===== config.mk =====
export PLATFORM = sky130hd
export DESIGN_NAME = counter
export DESIGN_NICKNAME = d
export VERILOG_FILES = /design/src/rtl/counter.sv
export SDC_FILE = /design/constraint.sdc
export NUM_CORES = 1
export LEC_CHECK = 0
export ABC_AREA = 1
export ABC_CLOCK_PERIOD_IN_PS = 1500
export CAP_MARGIN = 20
export CORE_AREA = 4 4 41 43
export DETAILED_ROUTE_END_ITERATION = 10
export DIE_AREA = 0 0 45 47
export PLACE_DENSITY = 0.44
export SYNTH_ARGS = -nofsm -noshare
export SYNTH_HDL_FRONTEND = slang
export SYNTH_SLANG_ARGS = --single-unit
export TNS_END_PERCENT = 100

===== constraint.sdc =====
create_clock -name clk -period 1.5 [get_ports clk]
set_clock_uncertainty 0.1 [all_clocks]
set_input_delay 0.15 -clock clk [delete_from_list [all_inputs] [get_ports clk]]
set_output_delay 0.15 -clock clk [all_outputs]
set_load 0.01 [all_outputs]

===== src/rtl/counter.sv =====
// Modulo-cnt_max event counter with a combinational terminal-count strobe.
// Note: rst_n is an active-high synchronous reset; the name is kept so existing instantiations still connect.
module counter #(
    parameter int unsigned cnt_max = 32,
    parameter int unsigned CNT_W   = (cnt_max > 1) ? $clog2(cnt_max) : 1
) (
    input  logic             clk,
    input  logic             rst_n,
    input  logic             cnt_add,
    output logic             cnt_end,
    output logic [CNT_W-1:0] cnt
);

    // The last count value is truncated to CNT_W bits. This lets cnt_max = 2^16 wrap at 16'hFFFF.
    localparam logic [CNT_W-1:0] CNT_LAST = CNT_W'(cnt_max - 1);

    logic at_last;

    always_comb begin
        at_last = (cnt == CNT_LAST);
        cnt_end = cnt_add & ~rst_n & at_last;
    end

    always_ff @(posedge clk) begin
        if (rst_n) begin
            cnt <= '0;
        end else if (cnt_add) begin
            if (at_last) cnt <= '0;
            else         cnt <= cnt + 1'b1;
        end
    end

endmodule


==> flow_metrics.env, run 1 <==
export IMPL_hpwl_um=456.1
export IMPL_via_per_inst=4.030
export IMPL_seq_area_um2=103.9
export IMPL_drv_cap=0
export IMPL_drcViolationCount=0
export IMPL_netlist_instances=32
export IMPL_ios=9
export IMPL_cp_num_buf_inv=2
export IMPL_core_mm2=0.001301
export IMPL_path_max_fanout=2
export IMPL_syn_area_um2=237.7
export IMPL_cts_root_buf="clkbuf_4"
export IMPL_clkPwrFrac_pct=45.3
export IMPL_core_rowCount=13
export IMPL_gp_congestion=0.6957
export IMPL_synthFlopType="dfxtp_1"
export IMPL_cts_buffer_depth=2
export IMPL_min_from="rst_n"
export IMPL_r2r_start="cnt[0]"
export IMPL_numCtsBuffers=3
export IMPL_multi_input_comb_area_um2=157.7
export IMPL_clock_sinks=5
export IMPL_failed_checks="setup timing"
export IMPL_synth_edff_count=0
export IMPL_grt_usage_pct=7.199
export IMPL_largest_register_ffs=5
export IMPL_cts_max_level=1
export IMPL_period_share_pct=104.1
export IMPL_firstDrtPassIters=2
export IMPL_fin_util_pct=36.06
export IMPL_largest_register="cnt"
export IMPL_ys_seq_area_share_pct=42.11
export IMPL_antenna_left=0
export IMPL_startpoint_type="flip-flop"
export IMPL_drive_gt1_share_pct=42.31
export IMPL_crit_slowest_cell="dfxtp_2"
export IMPL_p_sw_share_pct=24.09
export IMPL_p_per_area_mw_per_mm2=753.8
export IMPL_worst_slew_pin_slew_ps=191.2
export IMPL_synth_common_cells="8 x nand2_1, 5 x dfxtp_1, 4 x inv_1, 4 x nor2_1, 3 x a21oi_1"
export IMPL_ir_worst_vdd_mv=0.5136
export IMPL_first_iter_violations=5
export IMPL_grt_pass1_vias=262
export IMPL_setup_viol=1
export IMPL_combinationalPowerShare_pct=14.2
export IMPL_path_clk_slew_ps=50
export IMPL_finish_net_count=58
export IMPL_dieArea_mm2=0.002115
export IMPL_initial_core_util_pct=18.27
export IMPL_power_internal_uw=268.5
export IMPL_endpoint_kind="primary output"
export IMPL_synth_avg_cell_area_um2=7.429
export IMPL_synthMostInstantiatedCell="nand2_1"
export IMPL_synthArstFlopShare_pct=0
export IMPL_biggestRegsByFlops="cnt (5)"
export IMPL_die_w_um=45
export IMPL_worst_slack_ps=-60.87
export IMPL_finalSetupTns_ps=-60.87
export IMPL_min_path_type="in -> reg"
export IMPL_worstPathArrival_ps=1310
export IMPL_synth_warnings=0
export IMPL_netlist_area_leader_share_pct=42.11
export IMPL_fillCellCount=148
export IMPL_fp_dieH_um=47
export IMPL_grt_pass1_wl_um=979
export IMPL_max_slew_margin_pct=87.26
export IMPL_clk_latency_ps=250
export IMPL_cts_tree="done"
export IMPL_crit_start="cnt[1]"
export IMPL_finalPower_uw=353.7
export IMPL_totalWireLength_um=662
export IMPL_max_stage_delay_ps=350
export IMPL_slew_violations=0
export IMPL_path_cells="ha_4, and3_4, ha_4, inv_2, nor3_2, buf_2"
export IMPL_wl_per_cell_um=9.881
export IMPL_vias=270
export IMPL_synthToLayoutAreaGrowth_pct=97.37
export IMPL_grt_max_degree=7
export IMPL_required_ps=1250
export IMPL_ys_types=11
export IMPL_n_antenna_cell=0
export IMPL_layout_min_cycle_time_ps=1561
export IMPL_grt_setup_unrepaired="true"
export IMPL_io_buffers=8
export IMPL_synth_largest_area_cell="dfxtp_1"
export IMPL_yosys_top_cells_area="dfxtp_1 42%, nand2_1 13%, ha_1 11%"
export IMPL_antenna_found_initial=0
export IMPL_yosys_register_bits=5
export IMPL_critical_path_class="reg -> out"
export IMPL_fmax_mhz=640.7
export IMPL_overflow=0
export IMPL_syn_num_nets=37
export IMPL_cp_common_cell="ha_4"
export IMPL_crit_family="flip-flops"
export IMPL_power_switching_uw=85.21
export IMPL_hold_viol_final=0
export IMPL_seqPwrFrac_pct=40.5
export IMPL_p_leak_nw=0.2831
export IMPL_status="complete, but fails checks"
==> power by group through the flow <==
stage | Clock (mW) | Sequential (mW) | Combinational [mW]
2_1_floorplan | 0 | 0.147 | 0.0122
3_3_place_gp | 0 | 0.143 | 0.0500
3_5_place_dp | 0 | 0.143 | 0.0494
4_1_cts | 0.163 | 0.141 | 0.0497
5_1_grt | 0.169 | 0.144 | 0.0574
6_report | 0.160 | 0.143 | 0.0502
==> cells in the final DEF (no fill, tap or decap), drive strengths merged <==
cell type and n:
nor2 5, clkdlybuf4s50 2, nand2 9, inv 4
ha 2, a21oi 3, xor2 1, and3 1
nor3 2, dfxtp 5, buf 9, dlymetal6s2s 5
clkbuf 4
==> routing by layer <==
layer  vias up  part of all wire (%)  global-route usage (%)
met2         7                    48                   10.45
li1        142                     -                       -
met4         0                   3.2                   7.018
met3         4                   8.6                   4.981
met5         -                     0                       0
met1       117                    40                   6.621
==> metrics by stage <==
step	cell area [um2]	hold WS, ps	setup slack, ps	cells
after floorplan	237.7	119.1	71.20	32
after global placement	396.6	487.7	-263.2	63
after detailed placement	396.6	486.5	-266.6	63
after CTS	422.9	477.9	-102.1	67
after global routing	469.2	532.0	-159.5	67
final	469.2	503.0	-60.87	67
==> path summary, 6_finish.rpt <==
kind / to / slack [ps] / depth (start not counted)
max: cnt_end / -60 / 6
min: cnt[4] / 500 / 3
min reg2reg: cnt[4] / 500 / 3
max reg2reg: cnt[0] / 110 / 6
==> repair_timing <==
action,CTS,global route
hold buffers,0,0
setup buffers,0,0
setup endpoints to repair,1,6
gates resized for setup,7,12
gates cloned,0,0
pin swaps,1,1
==> cell families (layout without fill, tap and decap cells) <==
kind of cell	after synthesis	count (layout)	share of synthesized area, %
flip-flops	5	5	42.11
adder cells (fa/ha/maj)	2	2	10.52
AO/OA/AOI/OAI	3	3	6.314
XOR/XNOR	1	1	3.685
AND/OR/NAND/NOR	17	17	31.06
buffers and inverters	4	24	6.314
==> cell type report <==
cell class	instances	share of cell area, %
repair buffers	16	31.47
flip-flops and latches	5	22.13
multi-input cells	23	33.60
inverters	4	3.200
clock buffers	4	5.600
well taps	15	4.000
==> worst min-delay path: stages <==
cell and delay, ps:
clkdlybuf4s50_1 500, buf_4 130, a21oi_1 40
Note: power is estimated with default switching activity, not from simulation.
==> inputs of run 2 (changes only) <==
PLACE_DENSITY = 0.4   (was 0.44)
SKIP_LAST_GASP = 1   (was default)
==> flow_metrics.env, run 2 (same netlist as run 1, synthesis figures left out) <==
export IMPL_status="complete, but fails checks"
export IMPL_failed_checks="setup timing"
export IMPL_min_to="cnt[3]"
export IMPL_rr_endpoint="cnt[0]"
export IMPL_period_share_pct=102.1
export IMPL_startpoint_type="flip-flop"
export IMPL_cts_buffer_depth=2
export IMPL_ir_worst_vdd_mv=0.4248
export IMPL_cts_root_buf="clkbuf_4"
export IMPL_crit_slowest_cell="dfxtp_2"
export IMPL_p_leak_nw=0.2949
export IMPL_drv_cap=0
export IMPL_path_clk_slew_ps=50
export IMPL_grt_usage_pct=8.617
export IMPL_fmax_mhz=653.0
export IMPL_rr_worst_depth=7
export IMPL_firstDrtPassIters=2
export IMPL_hold_viol_final=0
export IMPL_ff2ff_setup_slack_ps=70
export IMPL_grt_setup_unrepaired="true"
export IMPL_overflow=0
export IMPL_cp_common_cell="ha_4"
export IMPL_wl_per_cell_um=10.48
export IMPL_hold_path_cell_count=3
export IMPL_max_slew_margin_pct=89.02
export IMPL_largest_register_ffs=5
export IMPL_path_cells="ha_4, and3_4, ha_4, inv_2, nor3_2, buf_2"
export IMPL_die_w_um=45
export IMPL_p_sw_share_pct=24.18
export IMPL_grt_pass1_wl_um=1228
export IMPL_worst_slew_pin_slew_ps=164.7
export IMPL_min_path_type="reg -> reg"
export IMPL_required_ps=1250
export IMPL_worst_slack_ps=-31.47
export IMPL_crit_family="flip-flops"
export IMPL_setup_viol=1
export IMPL_via_per_inst=4.072
export IMPL_power_switching_uw=86.22
export IMPL_cts_max_level=1
export IMPL_min_from="cnt[3]"
export IMPL_io_buffers=8
export IMPL_worstPathArrival_ps=1280
export IMPL_drcViolationCount=0
export IMPL_core_rowCount=13
export IMPL_finish_net_count=60
export IMPL_antenna_left=0
export IMPL_combinationalPowerShare_pct=15.5
export IMPL_clock_sinks=5
export IMPL_endpoint_kind="primary output"
export IMPL_p_per_area_mw_per_mm2=723.2
export IMPL_dieArea_mm2=0.002115
export IMPL_fp_dieH_um=47
export IMPL_final_cell_mix="10 x buf_4, 8 x nand2_1, 5 x dlymetal6s2s_1, 4 x nor2_1"
export IMPL_seqPwrFrac_pct=40.2
export IMPL_clkPwrFrac_pct=44.3
export IMPL_r2r_start="cnt[0]"
export IMPL_grt_max_degree=7
export IMPL_path_max_fanout=2
export IMPL_drive_gt1_share_pct=50.00
export IMPL_whs_ps=490.5
export IMPL_cts_tree="done"
export IMPL_finalPower_uw=356.5
export IMPL_layout_min_cycle_time_ps=1531
export IMPL_core_mm2=0.001301
export IMPL_first_iter_violations=1
export IMPL_numCtsBuffers=3
export IMPL_largest_register="cnt"
export IMPL_grt_pass1_vias=295
export IMPL_mostFrequentLayoutCell="buf_4"
export IMPL_hpwl_um=516.7
export IMPL_slew_violations=0
export IMPL_max_stage_delay_ps=350
export IMPL_ios=9
export IMPL_synthToLayoutAreaGrowth_pct=107.4
export IMPL_power_internal_uw=270.3
export IMPL_biggestRegsByFlops="cnt (5)"
export IMPL_vias=281
export IMPL_totalWireLength_um=723
export IMPL_cts_hold_buf=0
export IMPL_critical_path_class="reg -> out"
export IMPL_initial_core_util_pct=18.27
export IMPL_cp_num_buf_inv=2
export IMPL_n_antenna_cell=0
export IMPL_clk_latency_ps=250
export IMPL_gp_congestion=0.8148
export IMPL_antenna_found_initial=0
==> run 2: timing repair <==
action                                  CTS  global route
pin swaps                                 4             3
gates resized for setup                  14             8
setup buffers                             2             0
endpoints found under the setup margin    2             7
==> run 2: final cells by class <==
cell class	count	area, um2
inverters	4	15.01
repair buffers	18	162.7
clock buffers	4	26.28
fillers	145	808.3
well taps	15	18.77
flip-flops and latches	5	103.9
multi-input cells	23	166.4
==> run 2: metrics by stage <==
step / std cells / area [um2] / TNS [ps] / utilization (%) / setup WS [ps]
after floorplan: 32 / 237.7 / 0 / - / 71.20
after global placement: 63 / 396.6 / -265.7 / 30.48 / -265.7
after detailed placement: 63 / 396.6 / -324.6 / 30.48 / -300.3
after CTS: 69 / 474.2 / -105.4 / 36.44 / -91.48
after global routing: 69 / 493.0 / -125.4 / 37.88 / -125.4
final: 69 / 493.0 / -31.47 / 37.88 / -31.47
==> run 2: how the worst max path moves through the flow <==
stage / from / end / slack [ps] / cells past startpoint
after floorplan: cnt[0] / cnt_end / 70 / 5
after global placement: cnt[1] / cnt_end / -270 / 6
after detailed placement: cnt[0] / cnt_end / -300 / 6
after CTS: cnt[1] / cnt_end / -90 / 6
after global routing: cnt[0] / cnt_end / -130 / 6
final: cnt[0] / cnt_end / -30 / 6
==> run 2: worst min-delay path: stages, from the launching register on <==
cell	delay, ps
dfxtp_1	330
buf_4	110
nor2_1	40
nor2_1	80
==> run 2: power groups by stage <==
stage          Combinational [mW]  Clock, mW  Sequential [mW]
2_1_floorplan              0.0122          0            0.147
3_3_place_gp               0.0500          0            0.143
3_5_place_dp               0.0503          0            0.143
4_1_cts                    0.0544      0.164            0.143
5_1_grt                    0.0606      0.177            0.144
6_report                   0.0552      0.158            0.143
==> run 2: layer usage <==
layer,up-vias,routed length (um),track usage [%]
met5,-,0,0
met1,127,298,7.289
li1,144,-,-
met2,8,381,15.25
met3,2,32,4.215
met4,0,10,7.018
==> inputs of run 3 (changes only) <==
ABC_CLOCK_PERIOD_IN_PS = 1600   (was 1500)
SKIP_LAST_GASP = default   (was 1)
TNS_END_PERCENT = default   (was 100)
clock period = 1.6 ns   (was 1.5 ns; I/O delays follow)
==> flow_metrics.env, run 3 (same netlist as run 1, synthesis figures left out) <==
export IMPL_status="complete, no violations"
export IMPL_worst_slew_pin_slew_ps=188.2
export IMPL_drive_gt1_share_pct=42.31
export IMPL_p_leak_nw=0.1964
export IMPL_cts_root_buf="clkbuf_4"
export IMPL_slew_violations=0
export IMPL_first_iter_violations=3
export IMPL_largest_register_ffs=5
export IMPL_hpwl_um=492
export IMPL_core_rowCount=13
export IMPL_wl_per_cell_um=10.12
export IMPL_vias=267
export IMPL_layout_min_cycle_time_ps=1566
export IMPL_grt_usage_pct=8.617
export IMPL_critical_path_class="reg -> out"
export IMPL_required_ps=1340
export IMPL_dp_slack_ps=-192.0
export IMPL_finalPower_uw=339.6
export IMPL_clk_latency_ps=250
export IMPL_initial_core_util_pct=18.27
export IMPL_numCtsBuffers=3
export IMPL_firstDrtPassIters=2
export IMPL_use_met1_pct=7.289
export IMPL_core_mm2=0.001301
export IMPL_ir_worst_vdd_mv=0.3780
export IMPL_ios=9
export IMPL_use_met2_pct=12.71
export IMPL_grt_max_degree=7
export IMPL_hold_viol_final=0
export IMPL_setup_viol=0
export IMPL_gp_congestion=0.7824
export IMPL_totalWireLength_um=678
export IMPL_fp_dieH_um=47
export IMPL_period_share_pct=97.90
export IMPL_biggestRegsByFlops="cnt (5)"
export IMPL_cts_max_level=1
export IMPL_grt_pass1_vias=291
export IMPL_top_usage_layer="met2"
export IMPL_grt_setup_unrepaired="true"
export IMPL_startpoint_type="flip-flop"
export IMPL_grt_util_met3_pct=4.215
export IMPL_fmax_mhz=638.4
export IMPL_antenna_left=0
export IMPL_clock_sinks=5
export IMPL_overflow=0
export IMPL_cts_tree="done"
export IMPL_final_cell_mix="8 x nand2_1, 8 x buf_4, 7 x clkdlybuf4s50_1, 4 x nor2_1"
export IMPL_path_max_fanout=2
export IMPL_min_path_type="reg -> reg"
export IMPL_n_antenna_cell=0
export IMPL_path_clk_slew_ps=50
export IMPL_worstPathArrival_ps=1310
export IMPL_dieArea_mm2=0.002115
export IMPL_antenna_found_initial=0
export IMPL_drcViolationCount=0
export IMPL_synthToLayoutAreaGrowth_pct=93.16
export IMPL_cts_hold_buf=0
export IMPL_grt_pass1_wl_um=1145
export IMPL_drv_cap=0
export IMPL_cts_buffer_depth=2
export IMPL_worst_slack_ps=33.59
export IMPL_largest_register="cnt"
export IMPL_io_buffers=8
export IMPL_via_per_inst=3.985
export IMPL_die_w_um=45
export IMPL_finish_net_count=58
export IMPL_max_slew_margin_pct=87.43
export IMPL_endpoint_kind="primary output"
export IMPL_p_per_area_mw_per_mm2=739.5
==> run 3: layout make-up <==
type | instances | area [um2]
Inverter | 4 | 15.01
Multi-Input combinational cell | 23 | 161.4
Fill cell | 142 | 842.1
Timing Repair Buffer | 16 | 135.1
Tap cell | 15 | 18.77
Clock buffer | 4 | 26.28
Sequential cell | 5 | 102.6
==> run 3: through the flow <==
| stage | setup TNS (ps) | area [um2] | utilization, % | std cells | hold WS, ps |
|---|---|---|---|---|---|
| finish | 0 | 459.2 | 35.29 | 67 | 428.4 |
| global route | -36.23 | 459.2 | 35.29 | 67 | 457.0 |
| CTS | -33.07 | 455.4 | 35.00 | 67 | 413.3 |
| detailed placement | -192.0 | 389.1 | 29.90 | 62 | 376.6 |
| global placement | -176.3 | 389.1 | 29.90 | 62 | 373.1 |
| floorplan | 0 | 237.7 | - | 32 | 129.1 |
==> run 3: worst max-delay path, stage by stage (launching register included) <==
cell and delay (ps):
dfxtp_2 350, ha_4 130, and3_4 190, ha_4 130
inv_2 30, nor3_2 80, buf_2 150
==> run 3: layer usage <==
| layer | wire [um] | part of all wire (%) |
|---|---|---|
| met5 | 0 | 0 |
| met4 | 38 | 5.6 |
| met3 | 57 | 8.4 |
| met2 | 302 | 45 |
| met1 | 280 | 41 |
==> run 3: final timing paths <==
check                 end  cells past startpoint  slack (ps)   start
setup / recovery  cnt_end                      6          30  cnt[1]
hold / removal     cnt[4]                      2         430  cnt[4]
setup reg to reg   cnt[0]                      7         140  cnt[1]
hold reg to reg    cnt[4]                      2         430  cnt[4]
==> run 3: what timing repair did <==
item	4_1_cts	5_1_grt
cloned	0	0
buffers inserted	1	0
gates resized for setup	13	1
pin swaps	2	1
endpoints found under the setup margin	1	2
==> run 3: power breakdown <==
group	leakage, nW	switching, mW	internal [mW]
clock network	0.0150	0.0614	0.0949
registers	0.0414	0.00389	0.130
logic	0.140	0.0209	0.0283
